## src/rtl/mem_mux_tracked_pkg.sv

```systemverilog
// Shared constants and helpers for the tracked memory multiplexer.
// Holds the arbitration mode encodings used by the ARB_MODE parameter.
package mem_mux_tracked_pkg;

  localparam int ARB_ROUND_ROBIN    = 0;
  localparam int ARB_FIXED_PRIORITY = 1;

  function automatic bit is_pow2(input int value);
    return (value > 0) && ((value & (value - 1)) == 0);
  endfunction

endpackage

```

## src/rtl/mem_mux_tracked_order_fifo.sv

```systemverilog
// Order tracker: remembers which upstream port owns each outstanding read,
// so downstream results can be routed back in command order.
module mem_mux_order_fifo #(
  parameter int WIDTH = 1,
  parameter int DEPTH = 4
) (
  input  logic                     clk,
  input  logic                     rst,
  input  logic                     push,
  input  logic [WIDTH-1:0]         push_data,
  input  logic                     pop,
  output logic [WIDTH-1:0]         head,
  output logic                     empty,
  output logic [$clog2(DEPTH):0]   count
);

  localparam int PTR_W   = $clog2(DEPTH);
  localparam int COUNT_W = $clog2(DEPTH) + 1;

  logic [WIDTH-1:0] slots [DEPTH];
  logic [PTR_W-1:0] wr_ptr;
  logic [PTR_W-1:0] rd_ptr;
  logic             do_push;
  logic             do_pop;

  assign empty   = (count == '0);
  assign head    = slots[rd_ptr];
  assign do_push = push && (count != COUNT_W'(DEPTH));
  assign do_pop  = pop && !empty;

  // Pointers wrap naturally because DEPTH is a power of two.
  always_ff @(posedge clk) begin
    if (!rst) begin
      wr_ptr <= '0;
      rd_ptr <= '0;
      count  <= '0;
    end else begin
      if (do_push) wr_ptr <= wr_ptr + 1'b1;
      if (do_pop)  rd_ptr <= rd_ptr + 1'b1;
      count <= count + COUNT_W'(do_push) - COUNT_W'(do_pop);
    end
  end

  always_ff @(posedge clk) begin
    if (do_push) slots[wr_ptr] <= push_data;
  end

endmodule

```

## src/rtl/mem_mux_tracked.sv

```systemverilog
// Merges several upstream memory command streams into one registered
// downstream stream and routes in-order read results back to their owners.
module mem_mux_tracked
  import mem_mux_tracked_pkg::*;
#(
  parameter int ADDR_WIDTH      = 32,
  parameter int DATA_WIDTH      = 32,
  parameter int MASK_WIDTH      = DATA_WIDTH / 8,
  parameter int ID_WIDTH        = 1,
  parameter int SLAVE_PORTS     = 2,
  parameter int MAX_OUTSTANDING = 4,
  parameter int ARB_MODE        = ARB_ROUND_ROBIN
) (
  input  logic                              clk,
  input  logic                              rst,
  input  logic [SLAVE_PORTS-1:0]            slave_command_valid,
  output logic [SLAVE_PORTS-1:0]            slave_command_ready,
  input  logic [SLAVE_PORTS-1:0]            slave_command_read_enable,
  input  logic [SLAVE_PORTS-1:0]            slave_command_write_enable,
  input  logic [SLAVE_PORTS*ADDR_WIDTH-1:0] slave_command_addr,
  input  logic [SLAVE_PORTS*DATA_WIDTH-1:0] slave_command_data,
  input  logic [SLAVE_PORTS*MASK_WIDTH-1:0] slave_command_mask,
  input  logic [SLAVE_PORTS*ID_WIDTH-1:0]   slave_command_id,
  output logic [SLAVE_PORTS-1:0]            slave_result_valid,
  input  logic [SLAVE_PORTS-1:0]            slave_result_ready,
  output logic [SLAVE_PORTS*DATA_WIDTH-1:0] slave_result_data,
  output logic [SLAVE_PORTS*ID_WIDTH-1:0]   slave_result_id,
  output logic                              master_command_valid,
  input  logic                              master_command_ready,
  output logic                              master_command_read_enable,
  output logic                              master_command_write_enable,
  output logic [ADDR_WIDTH-1:0]             master_command_addr,
  output logic [DATA_WIDTH-1:0]             master_command_data,
  output logic [MASK_WIDTH-1:0]             master_command_mask,
  output logic [ID_WIDTH-1:0]               master_command_id,
  input  logic                              master_result_valid,
  output logic                              master_result_ready,
  input  logic [DATA_WIDTH-1:0]             master_result_data,
  input  logic [ID_WIDTH-1:0]               master_result_id,
  output logic [$clog2(MAX_OUTSTANDING):0]  outstanding,
  output logic                              error
);

  localparam int PW = $clog2(SLAVE_PORTS);
  localparam int CW = $clog2(MAX_OUTSTANDING) + 1;

  if (SLAVE_PORTS < 2) begin : g_chk_ports
    $error("mem_mux_tracked: SLAVE_PORTS must be greater than 1");
  end
  if (!is_pow2(MAX_OUTSTANDING) || MAX_OUTSTANDING < 2) begin : g_chk_depth
    $error("mem_mux_tracked: MAX_OUTSTANDING must be a power of two and at least 2");
  end

  logic [ADDR_WIDTH-1:0] cmd_addr [SLAVE_PORTS];
  logic [DATA_WIDTH-1:0] cmd_data [SLAVE_PORTS];
  logic [MASK_WIDTH-1:0] cmd_mask [SLAVE_PORTS];
  logic [ID_WIDTH-1:0]   cmd_id   [SLAVE_PORTS];
  logic [SLAVE_PORTS-1:0] eligible;
  logic                   tracker_full;
  logic                   grant_valid;
  logic [PW-1:0]          grant_idx;
  logic [PW-1:0]          last_granted;
  logic                   out_free;
  logic                   take;
  logic                   push;
  logic                   pop;
  logic [PW-1:0]          fifo_head;
  logic                   fifo_empty;
  logic [CW-1:0]          fifo_count;
  int                     rr_cand;

  assign tracker_full = (fifo_count == CW'(MAX_OUTSTANDING));

  // Reads need tracker room; the check uses the current count only, so a
  // same-cycle pop never frees a slot early.
  for (genvar g = 0; g < SLAVE_PORTS; g++) begin : g_port
    assign cmd_addr[g] = slave_command_addr[g*ADDR_WIDTH +: ADDR_WIDTH];
    assign cmd_data[g] = slave_command_data[g*DATA_WIDTH +: DATA_WIDTH];
    assign cmd_mask[g] = slave_command_mask[g*MASK_WIDTH +: MASK_WIDTH];
    assign cmd_id[g]   = slave_command_id[g*ID_WIDTH +: ID_WIDTH];
    assign eligible[g] = slave_command_valid[g] &&
                         (!slave_command_read_enable[g] || !tracker_full);
    assign slave_command_ready[g] = take && (grant_idx == PW'(g));
    assign slave_result_data[g*DATA_WIDTH +: DATA_WIDTH] = master_result_data;
    assign slave_result_id[g*ID_WIDTH +: ID_WIDTH]       = master_result_id;
  end

  // Loops run from lowest to highest priority so the last hit wins.
  always_comb begin
    grant_valid = 1'b0;
    grant_idx   = '0;
    rr_cand     = 0;
    if (ARB_MODE == ARB_FIXED_PRIORITY) begin
      for (int i = SLAVE_PORTS - 1; i >= 0; i--) begin
        if (eligible[PW'(i)]) begin
          grant_valid = 1'b1;
          grant_idx   = PW'(i);
        end
      end
    end else begin
      for (int k = SLAVE_PORTS; k >= 1; k--) begin
        rr_cand = int'(last_granted) + k;
        if (rr_cand >= SLAVE_PORTS) rr_cand = rr_cand - SLAVE_PORTS;
        if (eligible[PW'(rr_cand)]) begin
          grant_valid = 1'b1;
          grant_idx   = PW'(rr_cand);
        end
      end
    end
  end

  assign out_free = !master_command_valid || master_command_ready;
  assign take     = rst && out_free && grant_valid;
  assign push     = take && slave_command_read_enable[grant_idx];

  always_ff @(posedge clk) begin
    if (!rst) begin
      master_command_valid <= 1'b0;
      last_granted         <= PW'(SLAVE_PORTS - 1);
    end else begin
      if (out_free) master_command_valid <= take;
      if (take)     last_granted         <= grant_idx;
    end
  end

  always_ff @(posedge clk) begin
    if (take) begin
      master_command_read_enable  <= slave_command_read_enable[grant_idx];
      master_command_write_enable <= slave_command_write_enable[grant_idx];
      master_command_addr         <= cmd_addr[grant_idx];
      master_command_data         <= cmd_data[grant_idx];
      master_command_mask         <= cmd_mask[grant_idx];
      master_command_id           <= cmd_id[grant_idx];
    end
  end

  // A result with nothing outstanding is swallowed so the downstream never stalls.
  always_comb begin
    master_result_ready = 1'b1;
    slave_result_valid  = '0;
    pop                 = 1'b0;
    if (!fifo_empty) begin
      master_result_ready           = slave_result_ready[fifo_head];
      slave_result_valid[fifo_head] = master_result_valid && rst;
      pop = master_result_valid && slave_result_ready[fifo_head];
    end
  end

  always_ff @(posedge clk) begin
    if (!rst) begin
      error <= 1'b0;
    end else if (master_result_valid && fifo_empty) begin
      error <= 1'b1;
    end
  end

  mem_mux_order_fifo #(
    .WIDTH (PW),
    .DEPTH (MAX_OUTSTANDING)
  ) u_order_fifo (
    .clk       (clk),
    .rst       (rst),
    .push      (push),
    .push_data (grant_idx),
    .pop       (pop),
    .head      (fifo_head),
    .empty     (fifo_empty),
    .count     (fifo_count)
  );

  assign outstanding = fifo_count;

endmodule

```

## config.mk

```make
export PLATFORM = sky130hd
export DESIGN_NAME = mem_mux_tracked
export DESIGN_NICKNAME = d
export VERILOG_FILES = /design/src/rtl/mem_mux_tracked_pkg.sv /design/src/rtl/mem_mux_tracked_order_fifo.sv /design/src/rtl/mem_mux_tracked.sv
export SDC_FILE = /design/constraint.sdc
export NUM_CORES = 1
export LEC_CHECK = 0
export ABC_AREA = 1
export CORE_ASPECT_RATIO = 0.8
export CORE_UTILIZATION = 30
export CTS_CLUSTER_DIAMETER = 60
export DETAILED_ROUTE_END_ITERATION = 10
export PLACE_DENSITY = 0.74
export SKIP_LAST_GASP = 1
export SYNTH_ARGS = -nofsm -noshare
export SYNTH_HDL_FRONTEND = slang
export SYNTH_SLANG_ARGS = --single-unit
```

## constraint.sdc

```tcl
create_clock -name clk -period 2.75 [get_ports clk]
set_input_delay 0.55 -clock clk [delete_from_list [all_inputs] [get_ports clk]]
set_output_delay 0.55 -clock clk [all_outputs]
set_load 0.01 [all_outputs]
```

==> results of run 1 <==
critical path, delay by kind of cell:
kind                   cells  cell delay (ns)
AOI/OAI and AO/OA          1             0.14
buffers and inverters      3             1.26
and+or+nand+nor            1             0.11
registers in the layout, indices dropped and copies added (netlist names), 2 cells and up, named ones only:
name,count
master_command_addr,32
master_command_data,32
master_command_mask,4
u_order_fifo.slots,4
u_order_fifo.count,3
u_order_fifo.rd_ptr,2
u_order_fifo.wr_ptr,2
path summary, 6_finish.rpt:
path | cells after the start | end | start | slack (ns)
setup / recovery | 5 | slave_result_valid[0] | rst | 0.14
hold / removal | 2 | error | error | 0.46
hold reg to reg | 2 | error | error | 0.46
setup reg to reg | 12 | u_order_fifo.count[2] | u_order_fifo.count[2] | 0.55
layout make-up:
class | instances | area [um^2] | area share
well taps | 184 | 230.2 | 0.03400
multi-input cells | 281 | 1227 | 0.1813
clock buffers | 9 | 225.2 | 0.03326
flip-flops and latches | 87 | 2492 | 0.3681
clock inverters | 7 | 102.6 | 0.01515
diodes | 1 | 2.502 | 0.0003695
repair buffers | 237 | 2380 | 0.3514
inverters | 28 | 111.4 | 0.01644
routing by layer:
| metal | vias to the layer above | wire length (um) |
|---|---|---|
| met5 | - | 0 |
| met4 | 0 | 214 |
| met3 | 17 | 1323 |
| met2 | 205 | 6119 |
| met1 | 1565 | 4529 |
| li1 | 1771 | - |
synth_stat cells, drive strengths merged:
cell	instances	area share
nand4	3	0.0057
fa	1	0.0045
xnor2	1	0.0020
a21o	1	0.0017
inv	28	0.024
nor2	18	0.021
ha	6	0.017
edfxtp	75	0.51
nor3	1	0.0011
dfxtp	12	0.054
buf	81	0.13
nand2	229	0.19
nand3	13	0.019
a21oi	6	0.0093
o21ai	2	0.0023
logic make-up (layout without fill, tap and decap cells):
kind of cell | after synthesis | count (layout) | share of synthesized area
simple gates | 264 | 264 | 0.2408
buf+inv | 109 | 281 | 0.1587
flops | 87 | 87 | 0.5637
compound gates | 9 | 9 | 0.01330
fa+ha+maj | 7 | 7 | 0.02151
xor+xnor | 1 | 1 | 0.001981
other cells | 0 | 1 | 0
repair_timing:
| action | 4_1_cts | 5_1_grt |
|---|---|---|
| resized for setup | 0 | 1 |
| setup buffers | 0 | 0 |
| setup endpoints to repair | 0 | 1 |
metrics by stage:
step	util	hold slack (ns)	setup WS, ns	cells
after floorplan	-	0.4491	0.4360	477
after global placement	0.4488	0.4395	0.1072	817
after detailed placement	0.4488	0.4473	0.1075	817
after CTS	0.4717	0.4566	0.09203	833
after global routing	0.4720	0.5008	0.01815	834
final	0.4720	0.4551	0.1441	834
report_power, final:
part	internal [W]	total (W)	leakage, nW	switching (W)
Combinational	0.000494	0.000906	1.85	0.000412
Clock	0.000809	0.00135	0.162	0.000539
Sequential	0.00159	0.00164	0.800	0.0000525
Total	0.00289	0.00389	2.81	0.00100
==> flow_summary_export.csv, run 1 <==
group,metric,value,unit
pwr,leakagePower,2.815,nW
timing,rsz0062_at_grt,"no",
detailed_routing,post_drt_wl_per_cell,14.61,um
setup_path,cp_max_fo,9,
global_route,grt_util_met1,0.1675,
floorplan,core-area,14350,um^2
global_route,grt_max_degree,72,
finish,drive_gt1_frac,0.06009,
detailed_routing,drc,0,
finish,final_nets,834,
global_route,grtUsageMet3,0.07025,
setup_path,slowest_delay,0.55,ns
yosys,synthesis.nets,667,
place,numPortBuffers,229,
timing,fin_crit,2.606,ns
yosys,synth_seq_area_share,0.5637,
finish,fillers,1340,
timing,worstMarginPinSlew,0.4020,ns
global_route,overflow,0,
finish,final_area,6771,um^2
clocking,cts-root-buf,"clkbuf_16",
detailed_routing,num_vias,3558,
setup_path,arrival,2.06,ns
floorplan,start_util,0.3082,
yosys,avgSynthCellArea,9.270,um^2
setup_path,crit_type,"in2out",
clocking,cts-hold-fix-buffers,0,
detailed_routing,ant_nets,0,
setup_path,cp_slowest_cell,"clkdlybuf4s50_1",
finish,syn_to_final_growth,53.14,%
detailed_routing,drtIter0Drc,191,
timing,tns,0,ns
clocking,cts_tree,"yes",
finish,final_cell_mix,"nand2_1 (229), clkdlybuf4s50_1 (228), edfxtp_1 (75)",
detailed_routing,drt_wl_total,12190,um
floorplan,die_w,137.7,um
floorplan,io_pins,330,
yosys,synthCells,477,
timing,setup_viol,0,
setup_path,worstPathCellList,"clkdlybuf4s50_1 -> buf_4 -> nand3_1 -> a21oi_1 -> clkdlybuf4s50_1",
yosys,synth_cell_types,25,
job,cap_violations,0,
place,gp_congestion,0.7922,
global_route,grt_use_met2,0.2925,
pwr,p_per_area,574.7,nW/um^2
clocking,clock_sinks,87,
setup_path,crit_required,2.20,ns
floorplan,fp.dieH,110.6,um
setup_path,cp_common_cell,"clkdlybuf4s50_1",
clocking,path_clk_slew,0.06,ns
place,place_area,6439,um^2
yosys,yosys_warnings,0,
yosys,ys_seq_elements,87,
clocking,cts_buffers,9,
global_route,grt.busiest_layer,"met2",
clocking,htree_levels,3,
timing,skew,0.007399,ns
clocking,clock_path_buffers,2,
yosys,syn-cell-area,4422,um^2
pwr,ir_drop,283.3,uV
detailed_routing,routed_via_density,4.266,
timing,relSlewSlack,0.7316,
global_route,grt_pass1_vias,3402,
global_route,gr-usage-all-layers,0.1633,
finish,layout_commonest_cell,"nand2_1",
floorplan,rows,39,
run_status,status,"complete, no violations",
global_route,antenna_found_initial,1,
setup_path,cp-start-kind,"primary input",
setup_path,crit_path_end_kind,"output port",
floorplan,fp.dieArea,15230,um^2
pwr,power.total,0.003891,W
detailed_routing,dr.pass1.iters,5,
timing,fmax,383.7,MHz
global_route,grt_pass1_wl,18340,um
place,dp_hpwl,9169,um
timing,hold_viol_final,0,
timing,slew_violations,0,
timing,period_share,0.9476,
clocking,clk_latency,0.34,ns
worst_hold_path,hold_class,"reg2reg",
Note: power is estimated with default switching activity, not from simulation.
==> run 2, diff against run 1 <==
--- a/config.mk
+++ b/config.mk
@@ -6,6 +6,7 @@
 export NUM_CORES = 1
 export LEC_CHECK = 0
 export ABC_AREA = 1
+export CAP_MARGIN = 20
 export CORE_ASPECT_RATIO = 0.8
 export CORE_UTILIZATION = 30
 export CTS_CLUSTER_DIAMETER = 60
==> results of run 2 <==
No change in the layout: final DEF, timing and power equal those of run 1.
